[src/rtl/fb_pkg.sv]
// fb_pkg: framebuffer geometry, fill-engine state encoding and colour names.
// Shared with the display controller.
package fb_pkg;

  localparam int unsigned FB_W    = 320;
  localparam int unsigned FB_H    = 240;
  localparam int unsigned ADDR_W  = 17;
  localparam int unsigned COLOR_W = 3;

  // Fill-engine states, kept as plain constants for legacy tools.
  typedef logic [1:0] fb_state_t;
  localparam fb_state_t ST_IDLE  = 2'd0;
  localparam fb_state_t ST_SETUP = 2'd1;
  localparam fb_state_t ST_RUN   = 2'd2;
  localparam fb_state_t ST_DONE  = 2'd3;

  // RGB 1:1:1 colours.
  typedef enum logic [COLOR_W-1:0] {
    BLACK   = 3'b000,
    BLUE    = 3'b001,
    GREEN   = 3'b010,
    CYAN    = 3'b011,
    RED     = 3'b100,
    MAGENTA = 3'b101,
    YELLOW  = 3'b110,
    WHITE   = 3'b111
  } fb_color_e;

endpackage

[src/rtl/fb_fill_engine_if.sv]
// fb_fill_engine_if: command handshake, status and framebuffer write port of the fill engine.
// FB_FILL_PIXCNT_EN adds the pix_count status signal.
interface fb_fill_engine_if;
  import fb_pkg::*;

  logic               cmd_valid;
  logic               cmd_ready;
  logic [8:0]         cmd_x;
  logic [7:0]         cmd_y;
  logic [8:0]         cmd_w;
  logic [7:0]         cmd_h;
  logic [COLOR_W-1:0] cmd_color;
  logic               busy;
  logic               done;
  logic               wr_en;
  logic [ADDR_W-1:0]  wr_addr;
  logic [COLOR_W-1:0] wr_data;
`ifdef FB_FILL_PIXCNT_EN
  logic [ADDR_W-1:0]  pix_count;
`endif

  // Engine side: consumes commands, drives the framebuffer write port.
  modport master (
    input  cmd_valid, cmd_x, cmd_y, cmd_w, cmd_h, cmd_color,
    output cmd_ready, busy, done, wr_en, wr_addr, wr_data
`ifdef FB_FILL_PIXCNT_EN
    , output pix_count
`endif
  );

  // Glue side: issues commands, observes status and writes.
  modport slave (
    output cmd_valid, cmd_x, cmd_y, cmd_w, cmd_h, cmd_color,
    input  cmd_ready, busy, done, wr_en, wr_addr, wr_data
`ifdef FB_FILL_PIXCNT_EN
    , input pix_count
`endif
  );

endinterface

[src/rtl/fb_rect_clip.sv]
// fb_rect_clip: clips a fill rectangle to the framebuffer and forms its start address.
module fb_rect_clip
  import fb_pkg::*;
(
  input  logic [8:0]        x,
  input  logic [7:0]        y,
  input  logic [8:0]        w,
  input  logic [7:0]        h,
  output logic [8:0]        w_eff,
  output logic [7:0]        h_eff,
  output logic [ADDR_W-1:0] start_addr,
  output logic              empty
);

  logic       x_out;
  logic       y_out;
  logic [8:0] rem_w;
  logic [7:0] rem_h;

  // Clip to the right/bottom edges; y*320 is built as y*256 + y*64 to avoid a multiplier.
  always_comb begin
    x_out      = (x >= 9'(FB_W));
    y_out      = (y >= 8'(FB_H));
    rem_w      = 9'(FB_W) - x;
    rem_h      = 8'(FB_H) - y;
    w_eff      = (w < rem_w) ? w : rem_w;
    h_eff      = (h < rem_h) ? h : rem_h;
    empty      = x_out | y_out | (w == 9'd0) | (h == 8'd0);
    start_addr = {1'b0, y, 8'b0} + {3'b0, y, 6'b0} + {8'b0, x};
  end

endmodule

[src/rtl/fb_fill_engine.sv]
// fb_fill_engine: rectangle fill master for the 320x240x3bpp framebuffer write port.
// One pixel write per clock. Optional FB_FILL_PIXCNT_EN adds pix_count, the number of
// pixels written by the last completed command.
module fb_fill_engine
  import fb_pkg::*;
(
  input logic              clock,
  input logic              reset_n,
  fb_fill_engine_if.master bus
);

  fb_state_t          state_q, state_d;
  logic [8:0]         x_q, x_d, w_q, w_d;
  logic [7:0]         y_q, y_d, h_q, h_d;
  logic [COLOR_W-1:0] color_q, color_d;
  logic [8:0]         col_q, col_d;
  logic [7:0]         row_q, row_d;
  logic [ADDR_W-1:0]  row_base_q, row_base_d;
  logic [ADDR_W-1:0]  wr_addr_q, wr_addr_d;
  logic [COLOR_W-1:0] wr_data_q, wr_data_d;
`ifdef FB_FILL_PIXCNT_EN
  logic [ADDR_W-1:0]  pix_cnt_q, pix_cnt_d;
  logic [ADDR_W-1:0]  pix_count_q, pix_count_d;
`endif

  logic [8:0]         w_eff;
  logic [7:0]         h_eff;
  logic [ADDR_W-1:0]  start_addr;
  logic               clip_empty;
  logic               last_col;
  logic               last_row;

  // Latched command fields stay stable for the whole command, so the clip outputs do too.
  fb_rect_clip u_clip (
    .x          (x_q),
    .y          (y_q),
    .w          (w_q),
    .h          (h_q),
    .w_eff      (w_eff),
    .h_eff      (h_eff),
    .start_addr (start_addr),
    .empty      (clip_empty)
  );

  assign last_col = (col_q == w_eff - 9'd1);
  assign last_row = (row_q == h_eff - 8'd1);

  // Next-state: latch command, load start address, walk columns then rows.
  always_comb begin
    state_d    = state_q;
    x_d        = x_q;
    y_d        = y_q;
    w_d        = w_q;
    h_d        = h_q;
    color_d    = color_q;
    col_d      = col_q;
    row_d      = row_q;
    row_base_d = row_base_q;
    wr_addr_d  = wr_addr_q;
    wr_data_d  = wr_data_q;
`ifdef FB_FILL_PIXCNT_EN
    pix_cnt_d   = pix_cnt_q;
    pix_count_d = pix_count_q;
`endif
    case (state_q)
      ST_IDLE: begin
        if (bus.cmd_valid) begin
          x_d     = bus.cmd_x;
          y_d     = bus.cmd_y;
          w_d     = bus.cmd_w;
          h_d     = bus.cmd_h;
          color_d = bus.cmd_color;
          state_d = ST_SETUP;
        end
      end
      ST_SETUP: begin
        col_d = 9'd0;
        row_d = 8'd0;
`ifdef FB_FILL_PIXCNT_EN
        pix_cnt_d = '0;
`endif
        if (clip_empty) begin
          state_d = ST_DONE;
`ifdef FB_FILL_PIXCNT_EN
          pix_count_d = '0;
`endif
        end else begin
          // Write port registers are loaded here so they hold until the first write.
          state_d    = ST_RUN;
          row_base_d = start_addr;
          wr_addr_d  = start_addr;
          wr_data_d  = color_q;
        end
      end
      ST_RUN: begin
`ifdef FB_FILL_PIXCNT_EN
        pix_cnt_d = pix_cnt_q + 17'd1;
`endif
        if (!last_col) begin
          col_d     = col_q + 9'd1;
          wr_addr_d = wr_addr_q + 17'd1;
        end else if (!last_row) begin
          col_d      = 9'd0;
          row_d      = row_q + 8'd1;
          row_base_d = row_base_q + ADDR_W'(FB_W);
          wr_addr_d  = row_base_q + ADDR_W'(FB_W);
        end else begin
          // Last pixel: address is left on it so wr_addr holds afterwards.
          state_d = ST_DONE;
`ifdef FB_FILL_PIXCNT_EN
          pix_count_d = pix_cnt_q + 17'd1;
`endif
        end
      end
      ST_DONE: state_d = ST_IDLE;
      default: state_d = ST_IDLE;
    endcase
  end

  // State and datapath registers; reset aborts any command immediately.
  always_ff @(posedge clock or negedge reset_n) begin
    if (!reset_n) begin
      state_q    <= ST_IDLE;
      x_q        <= '0;
      y_q        <= '0;
      w_q        <= '0;
      h_q        <= '0;
      color_q    <= '0;
      col_q      <= '0;
      row_q      <= '0;
      row_base_q <= '0;
      wr_addr_q  <= '0;
      wr_data_q  <= '0;
`ifdef FB_FILL_PIXCNT_EN
      pix_cnt_q   <= '0;
      pix_count_q <= '0;
`endif
    end else begin
      state_q    <= state_d;
      x_q        <= x_d;
      y_q        <= y_d;
      w_q        <= w_d;
      h_q        <= h_d;
      color_q    <= color_d;
      col_q      <= col_d;
      row_q      <= row_d;
      row_base_q <= row_base_d;
      wr_addr_q  <= wr_addr_d;
      wr_data_q  <= wr_data_d;
`ifdef FB_FILL_PIXCNT_EN
      pix_cnt_q   <= pix_cnt_d;
      pix_count_q <= pix_count_d;
`endif
    end
  end

  assign bus.cmd_ready = (state_q == ST_IDLE);
  assign bus.busy      = (state_q == ST_SETUP) || (state_q == ST_RUN);
  assign bus.done      = (state_q == ST_DONE);
  assign bus.wr_en     = (state_q == ST_RUN);
  assign bus.wr_addr   = wr_addr_q;
  assign bus.wr_data   = wr_data_q;
`ifdef FB_FILL_PIXCNT_EN
  assign bus.pix_count = pix_count_q;
`endif

endmodule

[src/flat_wrapper.sv]
// flat-port wrapper written by rule: the top's interface ports become plain ports
module fb_fill_engine_flat import fb_pkg::*;
  (clock, reset_n, bus_cmd_valid, bus_cmd_x, bus_cmd_y, bus_cmd_w, bus_cmd_h, bus_cmd_color, bus_cmd_ready, bus_busy, bus_done, bus_wr_en, bus_wr_addr, bus_wr_data);
  fb_fill_engine_if bus_i ();
  input logic clock;
  input logic reset_n;
  input wire logic [$bits(bus_i.cmd_valid)-1:0] bus_cmd_valid;
  input wire logic [$bits(bus_i.cmd_x)-1:0] bus_cmd_x;
  input wire logic [$bits(bus_i.cmd_y)-1:0] bus_cmd_y;
  input wire logic [$bits(bus_i.cmd_w)-1:0] bus_cmd_w;
  input wire logic [$bits(bus_i.cmd_h)-1:0] bus_cmd_h;
  input wire logic [$bits(bus_i.cmd_color)-1:0] bus_cmd_color;
  output wire logic [$bits(bus_i.cmd_ready)-1:0] bus_cmd_ready;
  output wire logic [$bits(bus_i.busy)-1:0] bus_busy;
  output wire logic [$bits(bus_i.done)-1:0] bus_done;
  output wire logic [$bits(bus_i.wr_en)-1:0] bus_wr_en;
  output wire logic [$bits(bus_i.wr_addr)-1:0] bus_wr_addr;
  output wire logic [$bits(bus_i.wr_data)-1:0] bus_wr_data;
  assign bus_i.cmd_valid = bus_cmd_valid;
  assign bus_i.cmd_x = bus_cmd_x;
  assign bus_i.cmd_y = bus_cmd_y;
  assign bus_i.cmd_w = bus_cmd_w;
  assign bus_i.cmd_h = bus_cmd_h;
  assign bus_i.cmd_color = bus_cmd_color;
  assign bus_cmd_ready = bus_i.cmd_ready;
  assign bus_busy = bus_i.busy;
  assign bus_done = bus_i.done;
  assign bus_wr_en = bus_i.wr_en;
  assign bus_wr_addr = bus_i.wr_addr;
  assign bus_wr_data = bus_i.wr_data;
  fb_fill_engine u_core (.clock(clock), .reset_n(reset_n), .bus(bus_i));
endmodule
[config.mk]
export PLATFORM = sky130hd
export DESIGN_NAME = fb_fill_engine_flat
export DESIGN_NICKNAME = d
export VERILOG_FILES = /design/src/rtl/fb_pkg.sv /design/src/rtl/fb_fill_engine_if.sv /design/src/rtl/fb_rect_clip.sv /design/src/rtl/fb_fill_engine.sv /design/src/flat_wrapper.sv
export SDC_FILE = /design/constraint.sdc
export NUM_CORES = 1
export LEC_CHECK = 0
export CAP_MARGIN = 20
export CORE_UTILIZATION = 53
export CTS_CLUSTER_SIZE = 40
export DETAILED_ROUTE_END_ITERATION = 10
export PLACE_DENSITY = 0.77
export SLEW_MARGIN = 10
export SYNTH_ARGS = -nofsm -noshare
export SYNTH_HDL_FRONTEND = slang
export SYNTH_HIERARCHICAL = 1
export SYNTH_SLANG_ARGS = --single-unit
[constraint.sdc]
create_clock -name clock -period 4.2 [get_ports clock]
set_input_delay 0.84 -clock clock [delete_from_list [all_inputs] [get_ports clock]]
set_output_delay 0.84 -clock clock [all_outputs]
set_load 0.05 [all_outputs]
==> results of run 1 <==
sequential cells by signal, indices dropped and copies added (netlist names):
| register | count |
|---|---|
| u_core/row_q | 8 |
| u_core/h_q | 8 |
| u_core/w_q | 9 |
| u_core/bus.wr_data | 3 |
| u_core/y_q | 8 |
| u_core/row_base_q | 17 |
| u_core/bus.wr_addr | 17 |
| u_core/col_q | 9 |
| u_core/x_q | 9 |
| u_core/color_q | 3 |
| u_core/state_q | 2 |
repair_timing:
| action | in CTS | in global routing |
|---|---|---|
| pin swaps | 33 | 17 |
| resized for setup | 70 | 42 |
| buffers inserted | 17 | 3 |
| setup endpoints to repair | 47 | 47 |
| cloned | 2 | 1 |
| hold buffers | 0 | 0 |
layout make-up:
class	count	area, um^2	share of cell area, %
inverters	41	154	1.66
clock inverters	3	43.8	0.473
repair buffers	169	1510	16.3
flip-flops and latches	93	2330	25.1
clock buffers	13	260	2.81
well taps	172	215	2.32
multi-input cells	577	4750	51.3
path summary, 6_finish.rpt:
kind                                 startpoint                    end  slack [ps]
max in group asynchronous               reset_n   u_core/row_base_q[3]        2690
max reg2reg                       u_core/x_q[2]  u_core/bus.wr_addr[0]        -240
max                               u_core/x_q[2]  u_core/bus.wr_addr[0]        -240
min                        u_core/row_base_q[3]   u_core/row_base_q[3]         490
min in group asynchronous               reset_n  u_core/bus.wr_addr[3]         630
min reg2reg                u_core/row_base_q[3]   u_core/row_base_q[3]         490
critical path, cell delays in order, from the launching register on:
cell	delay [ps]
dfrtp_1	410
nor3_4	230
nand3b_1	160
a21oi_2	200
xnor2_2	150
ha_1	280
a211oi_2	210
o211ai_1	110
o22ai_1	130
buf_4	170
mux2_4	320
or3_4	420
a211oi_4	220
o211ai_1	170
a31oi_4	280
and2_4	250
buf_6	110
nand2_1	80
o21ai_0	290
a221o_1	200
cells by family after synthesis:
kind of cell | synth area share (%)
simple gates | 17.9
compound gates | 15.3
flops | 33.5
buf+inv | 4.91
mux | 12.3
xor+xnor | 7.81
fa+ha+maj | 8.31
cell usage in the layout, fill, tap and decap left out, types with 6 or more instances in the layout:
| cell type | count |
|---|---|
| clkbuf_16 | 9 |
| and3_1 | 7 |
| a21oi_1 | 18 |
| buf_6 | 15 |
| nand2_1 | 67 |
| inv_2 | 7 |
| o21ai_0 | 19 |
| a21oi_2 | 8 |
| inv_1 | 33 |
| xnor2_1 | 36 |
| o211ai_1 | 7 |
| buf_4 | 89 |
| clkdlybuf4s50_1 | 62 |
| nor2_1 | 32 |
| nand3_1 | 30 |
| mux2_2 | 45 |
| mux2i_1 | 25 |
| nor4_1 | 6 |
| a21o_1 | 6 |
| xor2_1 | 21 |
| o21ai_1 | 21 |
| dfrtp_1 | 93 |
| nor3_1 | 20 |
| nand4_1 | 12 |
| ha_1 | 38 |
layer usage:
layer	share of wire, %	track usage, %	up-vias
li1	-	-	2988
met1	41	37.3	3034
met2	49	52.0	277
met3	6.6	4.57	51
met4	3.2	12.9	0
met5	0	0	-
metrics by stage:
stage / utilization, % / setup slack (ps) / hold slack (ps) / instances
floorplan: - / -93.8 / 442 / 749
global placement: 65.8 / -160 / 458 / 1034
detailed placement: 65.8 / -422 / 464 / 1034
CTS: 71.7 / -178 / 482 / 1068
global route: 72.8 / -410 / 514 / 1068
finish: 72.8 / -245 / 485 / 1068
==> run_results.csv, run 1 <==
group,metric,value,unit
die,num_rows,41,
cells_and_area,drive_above_1_share,30.1,%
sta,final.setup.worst_slack,-245,ps
grt,grt_pass1_wl,31.4,mm
place,placed_area,8370,um^2
yosys,ys_seq_area_share,33.5,%
yosys,yosysMostFrequentCell,"dfrtp_1",
cells_and_area,fin_nets,976,
clocking,cts_tree,"yes",
sta,post-route-min-period,4440,ps
worst_setup_path,critical_path_arrival,4740,ps
worst_setup_path,end_kind,"flop",
cells_and_area,final_cell_area,9270,um^2
die,die_h,117,um
yosys,synth.largest_area_cell,"dfrtp_1",
yosys,ys.flop_type,"dfrtp_1",
grt,antenna_found_initial,0,
yosys,synthesis.area,6960,um^2
job,maxCapViolCount,0,
die,start_util,54.7,%
yosys,syn_inst,749,
sta,setup_viol,46,
grt,grt_max_degree,74,
worst_setup_path,start_kind,"flop",
detailed_routing,ant_nets,0,
worst_hold_path,whs_path_depth,2,
clocking,htree_levels,3,
sta,max_clock_freq,225,MHz
detailed_routing,routed_via_density,5.95,
sta,hold_viol_final,0,
clocking,clk_latency,350,ps
sta,drv_slew,0,
detailed_routing,drtIter0Drc,474,
yosys,synth_top_area_share,33.5,%
yosys,synth_common_cells,"dfrtp_1 (93), nand2_1 (74), mux2_2 (46)",
grt,grtUsageTotal,30.1,%
outcome,violations,"negative setup slack",
place,dp_hpwl,14.0,mm
worst_setup_path,path_class,"reg -> reg",
yosys,ys_async_sr_fraction,100,%
grt,grt_pass1_vias,6392,
sta,relSlewSlack,36.2,%
place,port_buffers,63,
sta,tightest_slew,956,ps
detailed_routing,drt-pass1-iter-count,7,
yosys,synth-seq-cells,93,
outcome,status,"complete, but fails checks",
clocking,cts.sinks,93,
worst_hold_path,hold_class,"reg -> reg",
clocking,clkTransAtPathRegs,70,ps
detailed_routing,drcViolationCount,0,
worst_setup_path,cp.required,4490,ps
detailed_routing,routed_wl,19.5,mm
yosys,syn_avg_cell_area,9.29,um^2
yosys,syn-num-nets,834,
die,io_pins,64,
sta,rsz0062_at_grt,"yes",
sta,tns,-6310,ps
die,die_w,117,um
worst_setup_path,reg2reg_depth,19,
yosys,synth_warnings,6,
cells_and_area,fillers,954,
die,core,12700,um^2
grt,grt-ovfl-total,0,
place,gp_congestion,0.869,
yosys,synth_enable_flop_cells,0,
detailed_routing,avgRoutedWirePerCell,18.3,um
detailed_routing,vias,6350,
clocking,root_buffer,"clkbuf_16",
cells_and_area,antenna_cells,0,
sta,skew,10.1,ps
die,fp.dieArea,13600,um^2
clocking,cts_buffer_depth,2,
clocking,cts_made_buffers,9,
yosys,synthDistinctLibCells,82,
sta,post-route-period-util,106,%
cells_and_area,area_growth,33.2,%
yosys,yosys-top-cells-area,"dfrtp_1 (33%), ha_1 (7.7%), mux2_2 (7.4%)",
worst_setup_path,cp_max_fo,6,
Power of run 1 is not shown: default switching activity piles up to over one toggle a cycle in this logic, so the estimate is an artifact.
==> run 2: changes to the inputs <==
- CAP_MARGIN: 20 -> 40
==> run 2 against run 1 <==
- first-iteration DRC count grew 3.8%
- clock-buffer cell count is the same
- cell area grew 2.2%
- sequential cell count is the same
- maximum frequency shrank 0.86%
- utilization grew 1.6 points
- critical path depth is the same
- non-clock buffer count grew 12
- die area is the same
- via count grew 1.0%
- the run still ends with negative setup slack left
- register-to-register slack lost 40 ps
- worst setup slack lost 38 ps
==> run_results.csv, run 2 (synthesized netlist as in run 1, its figures left out) <==
group,metric,value,unit
grt,grt_pass1_vias,6510,
sta,drv_slew,0,
grt,grtUsageTotal,30.9,%
die,start_util,54.7,%
die,fp.dieArea,13600,um^2
worst_setup_path,cp.required,4450,ps
worst_setup_path,start_kind,"flop",
clocking,clk_latency,350,ps
sta,relSlewSlack,44.8,%
sta,post-route-period-util,107,%
worst_setup_path,path_class,"reg -> reg",
detailed_routing,vias,6416,
cells_and_area,drive_above_1_share,31.3,%
cells_and_area,antenna_cells,0,
worst_setup_path,reg2reg_from,"u_core/y_q[0]",
clocking,holdBufCountCts,0,
place,placed_area,8400,um^2
die,die_h,117,um
clocking,root_buffer,"clkbuf_16",
die,num_rows,41,
grt,antenna_found_initial,0,
die,io_pins,64,
worst_setup_path,end_kind,"flop",
sta,setup_viol,46,
sta,skew,10.1,ps
cells_and_area,fin_util,74.5,%
detailed_routing,drcViolationCount,0,
detailed_routing,ant_nets,0,
place,gp_congestion,0.869,
clocking,clkTransAtPathRegs,70,ps
sta,hold_viol_final,0,
detailed_routing,avgRoutedWirePerCell,18.5,um
cells_and_area,fillers,886,
cells_and_area,area_growth,36.2,%
grt,grt_pass1_wl,32.2,mm
worst_setup_path,cp_max_fo,8,
detailed_routing,routed_wl,20.0,mm
worst_setup_path,r2r_end,"u_core/bus.wr_addr[1]",
sta,post-route-min-period,4480,ps
clocking,cts_buffer_depth,2,
place,port_buffers,63,
die,die_w,117,um
clocking,cts.sinks,93,
sta,tightest_slew,828,ps
cells_and_area,fin_nets,988,
worst_hold_path,hold_class,"in -> async",
worst_setup_path,reg2reg_depth,19,
worst_setup_path,critical_path_arrival,4730,ps
sta,final.setup.worst_slack,-283,ps
clocking,cts_tree,"yes",
sta,max_clock_freq,223,MHz
job,maxCapViolCount,0,
clocking,cts_made_buffers,9,
place,dp_hpwl,14.2,mm
detailed_routing,drtIter0Drc,492,
sta,whs,426,ps
die,core,12700,um^2
outcome,violations,"negative setup slack",
clocking,htree_levels,3,
grt,grt-ovfl-total,0,
worst_setup_path,r2r_slack,-280,ps
outcome,status,"complete, but fails checks",
cells_and_area,final_cell_mix,"buf_4 (96), dfrtp_1 (92), nand2_1 (68)",
detailed_routing,routed_via_density,5.94,
cells_and_area,layout_commonest_cell,"buf_4",
detailed_routing,drt-pass1-iter-count,4,
cells_and_area,final_cell_area,9470,um^2
grt,grt_max_degree,44,
sta,rsz0062_at_grt,"yes",
## run 2: cell types whose count changed in the layout (fill, tap and decap cells not counted), moves of 3 or more
cell,previous run,this run
o21ai_1,21,18
nand3_2,5,1
buf_16,0,3
nand3_1,30,33
buf_4,89,96
## run 2: area by class of cell
type | instances | area [um^2] | share of cell area, %
timing repair buffer | 181 | 1680 | 17.7
clock inverter | 3 | 43.8 | 0.462
clock buffer | 13 | 260 | 2.75
multi-input combinational | 577 | 4790 | 50.6
sequential | 93 | 2330 | 24.6
tap | 172 | 215 | 2.27
inverter | 41 | 156 | 1.65
## run 2: worst max path at each step
stage | cells past startpoint | slack (ps) | to | from
floorplan | 18 | -90 | u_core/col_q[6] | u_core/x_q[2]
global placement | 20 | -160 | u_core/bus.wr_addr[15] | u_core/y_q[0]
detailed placement | 19 | -400 | u_core/row_q[0] | u_core/x_q[2]
CTS | 19 | -150 | u_core/bus.wr_addr[0] | u_core/x_q[3]
global route | 21 | -480 | u_core/bus.wr_addr[0] | u_core/x_q[2]
finish | 19 | -280 | u_core/bus.wr_addr[1] | u_core/y_q[0]
## run 2: metrics by stage
| step | cells | setup TNS [ps] | worst slack [ps] |
|---|---|---|---|
| floorplan | 749 | -464 | -93.8 |
| global placement | 1034 | -3000 | -160 |
| detailed placement | 1035 | -12310 | -403 |
| CTS | 1078 | -3410 | -152 |
| global route | 1080 | -17650 | -478 |
| finish | 1080 | -8220 | -283 |
## run 2: layer usage
layer / track usage [%] / vias to the layer above / part of all wire [%]
met2: 52.6 / 234 / 49
met5: 0 / - / 0
met3: 4.77 / 49 / 5.4
met4: 12.7 / 0 / 2.8
li1: - / 3020 / -
met1: 39.2 / 3113 / 43
## run 2: what timing repair did
action                     4_1_cts  5_1_grt
buffers inserted                25        3
setup endpoints to repair       47       47
resized for setup               67       50
pin swaps                       29       27
cloned                           2        0
## run 2: worst max-delay path, stage by stage, from the launching register on
cell and delay [ps]:
dfrtp_1 420, buf_6 150, o41ai_4 330, xnor2_1 160, ha_1 350, nand4_1 140
o211ai_4 240, mux2_4 340, inv_2 70, ha_4 130, or3b_4 380, buf_6 130
o31ai_4 220, o211ai_1 110, and4bb_4 420, nand4_1 220, nand2_4 230, buf_4 140
a211oi_1 40, a21o_1 170
Power of run 2 is left out for the same reason.
